$ cat src/rtl/mem_access_ctrl.sv
// Memory access controller in front of a synchronous-read RAM: owns MAR/MDR and sequences
// a single read or write per request, with optional read wait states.
module mem_access_ctrl #(
  parameter int unsigned WAIT_STATES = 0,
  parameter int unsigned ADDR_W      = 9
) (
  input  logic              clock,
  input  logic              clear,
  input  logic [31:0]       bus_in,
  input  logic              MARin,
  input  logic              MDRin,
  input  logic              req,
  input  logic              rw,
  output logic              busy,
  output logic              done,
  output logic [31:0]       MDR_out,
  output logic [ADDR_W-1:0] MAR_out,
  output logic [ADDR_W-1:0] ram_addr,
  output logic              ram_read,
  output logic              ram_write,
  output logic [31:0]       ram_wdata,
  input  logic [31:0]       ram_rdata
);

  typedef enum logic [2:0] {
    StIdle,
    StRdAddr,
    StRdWait,
    StRdData,
    StWr,
    StDone
  } state_e;

  localparam logic [3:0] WaitInit = (WAIT_STATES == 0) ? 4'd0 : 4'(WAIT_STATES - 1);

  state_e            state_q, state_d;
  logic [ADDR_W-1:0] mar_q, mar_d;
  logic [31:0]       mdr_q, mdr_d;
  logic [3:0]        cnt_q, cnt_d;

  // Address wraps by truncation; the upper bus bits are deliberately dropped.
  logic unused_bus;
  assign unused_bus = ^bus_in[31:ADDR_W];

  always_ff @(posedge clock) begin
    if (!clear) begin
      state_q <= StIdle;
      mar_q   <= '0;
      mdr_q   <= '0;
      cnt_q   <= '0;
    end else begin
      state_q <= state_d;
      mar_q   <= mar_d;
      mdr_q   <= mdr_d;
      cnt_q   <= cnt_d;
    end
  end

  always_comb begin
    state_d   = state_q;
    mar_d     = mar_q;
    mdr_d     = mdr_q;
    cnt_d     = cnt_q;
    busy      = 1'b1;
    done      = 1'b0;
    ram_read  = 1'b0;
    ram_write = 1'b0;
    case (state_q)
      StIdle: begin
        busy = 1'b0;
        // Loads land on the same edge as req, so the access uses the new values.
        if (MARin) mar_d = bus_in[ADDR_W-1:0];
        if (MDRin) mdr_d = bus_in;
        if (req)   state_d = rw ? StWr : StRdAddr;
      end
      StRdAddr: begin
        ram_read = 1'b1;
        if (WAIT_STATES == 0) begin
          state_d = StRdData;
        end else begin
          cnt_d   = WaitInit;
          state_d = StRdWait;
        end
      end
      StRdWait: begin
        if (cnt_q == 4'd0) state_d = StRdData;
        else               cnt_d   = cnt_q - 4'd1;
      end
      StRdData: begin
        mdr_d   = ram_rdata;
        state_d = StDone;
      end
      StWr: begin
        ram_write = 1'b1;
        state_d   = StDone;
      end
      StDone: begin
        done    = 1'b1;
        state_d = StIdle;
      end
      default: state_d = StIdle;
    endcase
  end

  assign MDR_out   = mdr_q;
  assign MAR_out   = mar_q;
  assign ram_addr  = mar_q;
  assign ram_wdata = mdr_q;

endmodule

$ cat config.mk
export PLATFORM = sky130hd
export DESIGN_NAME = mem_access_ctrl
export DESIGN_NICKNAME = d
export VERILOG_FILES = /design/src/rtl/mem_access_ctrl.sv
export SDC_FILE = /design/constraint.sdc
export NUM_CORES = 1
export LEC_CHECK = 0
export ABC_AREA = 1
export CAP_MARGIN = 0
export CORE_ASPECT_RATIO = 0.8
export CORE_UTILIZATION = 38
export DETAILED_ROUTE_END_ITERATION = 12
export PLACE_DENSITY = 0.8
export SETUP_SLACK_MARGIN = 0.02
export SYNTH_ARGS = -nofsm -noshare
export SYNTH_HDL_FRONTEND = slang
export SYNTH_SLANG_ARGS = --single-unit
export TNS_END_PERCENT = 30
$ cat constraint.sdc
create_clock -name clock -period 1.7 [get_ports clock]
set_input_delay 0.17 -clock clock [delete_from_list [all_inputs] [get_ports clock]]
set_output_delay 0.17 -clock clock [all_outputs]
set_load 0.02 [all_outputs]
==> impl_results.md <==
- Share of layout cells above drive strength 1: 5.54%
- Synth-to-layout area growth: 54.5%
- Post-route ant nets: 0
- Final Instance Area: 4030 um2
- Worst setup EP type: output port
- Max Cap Viol: 0
- Sink Count: 48
- GRT overflow: 0
- Status: finished, final reports clean
- Syn_area_per_cell: 6.62 um2
- Slew Limit Fails: 0
- Crit Path Max Fanout: 10
- Clock root buffer: clkbuf_8
- Post-Syn Instances: 394
- F_max: 0.621 GHz
- Seq/Total Area, Yosys: 36.8%
- Comb pwr share: 57.5%
- Initial Util: 40.1%
- WP data arrival: 1440 ps
- Critical Path Start Type: register
- DP Area: 3930 um2
- Vias: 2828
- CTS tree: built
- Detailed Route Iter0 Violations: 92
- Global-route wire length before repair: 12.3 mm
- Pwr Density: 1440 nW/um2
- Vias in the first global route: 2617
- Drt wl/cell: 13.3 um
- Yosys Warn Count: 0
- Fin crit period: 1610 ps
- Post-synth ARST share: 0%
- P_int: 3280 uW
- Relative slew slack: 69.7%
- Worst-path clk slew: 90 ps
- Clock Latency Late Sink: 290 ps
- Post-synth EDFFs: 0
- Clock power frac: 12.1%
- Mapped cell area: 2610 um2
- Initial antenna violation count: 0
- Worst IR Drop VDD: 684 uV
- Setup TNS: 0 ps
- Chip Width: 94.7 um
- Sw frac: 43.4%
- Setup violations, final: 0
- Leak pwr: 0.00174 uW
- Total Power: 5800 uW
- Crit path kind: register to output port
- Largest net degree at the start of global routing: 30
- N_diodes: 0
- Full die area: 7210 um2
- Post-route clock period utilization: 94.8%
- Synth unique cells: 21
- Remaining routing DRC violations: 0
- Ports: 156
- Hold Fails Final Rpt: 0
- Via/cell ratio: 4.80
- Sequential share of power: 30.4%
- Core Area: 6510 um2
- Net switching power: 2520 uW
- Fin nets: 575
- Clock Path Buffers: 2
- Syn nets: 465
- Rows: 26
- Die Y: 76.1 um
- CTS HTree Levels: 2
- RSZ-0062 raised after global routing: false
- GP Congestion: 0.876
- Count of state elements after synthesis: 48
- Inserted Clock Buffers: 5
- Ys flop type: dfxtp_1
- Hold buffer count at CTS: 0
- Commonest cells after routing, fill and taps aside: 151 x clkdlybuf4s50_1, 96 x nand2_1, 70 x nor2_1
- Measured slew at the worst slew-check pin: 454 ps
- Hold Crit Class: register to register
- Hold WS: 488 ps
- WL final: 7.84 mm
- Drt first pass iters: 4
- Commonest non-fill, non-tap cell in the layout: clkdlybuf4s50_1
- Worst Path Required: 1530 ps
- Dpl hpwl: 5.95 mm
- GRT Total Usage: 21.6%
- Clk_skew: 5.04 ps
- PortBufs: 155
worst max-delay path, stage by stage (launching register included):
cell and delay [ps]:
dfxtp_1 440, inv_2 140, nor3_1 230, clkdlybuf4s15_1 330
synthesized netlist by cell type (3+ instances only):
cell | count | area share [%]
inv_1 | 12 | 1.7
dfxtp_1 | 48 | 37
buf_1 | 3 | 0.43
a21oi_1 | 14 | 2.7
buf_4 | 41 | 12
nand4_1 | 3 | 0.72
clkbuf_1 | 5 | 0.72
buf_2 | 13 | 2.5
o21ai_0 | 31 | 5.9
nand3_1 | 46 | 8.8
nand2_1 | 96 | 14
nor2_1 | 70 | 10
logic make-up (layout without fill, tap and decap cells):
kind of cell	count (synthesis)	count (layout)	share of synthesized area [%]
DFF	48	48	36.8
adders and majority gates	1	1	0.479
AOI/OAI and AO/OA	45	45	8.63
buffers and inverters	78	189	18.3
and+or+nand+nor	222	222	35.8
power groups by stage:
stage	Clock (uW)	Sequential, uW	Combinational [uW]
2_1_floorplan	0	2030	1850
3_3_place_gp	0	1750	3340
3_5_place_dp	0	1770	3370
4_1_cts	735	1760	3350
5_1_grt	802	1810	3580
6_report	705	1760	3330
flip-flops by register name (all words and copies together) (netlist names):
name	count
MAR_out	9
MDR_out	32
cnt_q	4
state_q	3
path summary, 6_finish.rpt:
path | start | endpoint | slack [ps] | depth (start not counted)
worst max-delay path | state_q[2] | done | 90 | 3
worst min register to register | MAR_out[0] | MAR_out[0] | 490 | 2
worst min-delay path | MAR_out[0] | MAR_out[0] | 490 | 2
worst max register to register | state_q[2] | MDR_out[22] | 250 | 6
per-stage QoR:
stage	cells	setup WS, ps	util [%]
after global routing	589	30.8	62.0
final	589	89.2	62.0
after CTS	589	78.3	61.9
after global placement	581	142	60.4
after detailed placement	581	111	60.4
after floorplan	394	316	-
area by class of cell:
type	count	area, um2
sequential	48	966
tap	84	105
fill	602	2470
multi-input combinational	268	1170
timing repair buffer	167	1640
clock buffer	6	82.6
inverter	14	55.1
clock inverter	2	15.0
what timing repair did:
item	in CTS	in global routing
cloned	0	0
resized for setup	7	3
setup buffers	0	0
endpoints found under the setup margin	4	23
routing by layer:
metal  up-vias  GRT usage (%)  part of all wire (%)
li1       1435              -                     -
met1      1273           26.2                    44
met2       109           37.5                    47
met3        11           6.19                   7.4
met4         0           4.70                   1.1
met5         -              0                     0
(Power assumes the default switching activity.)
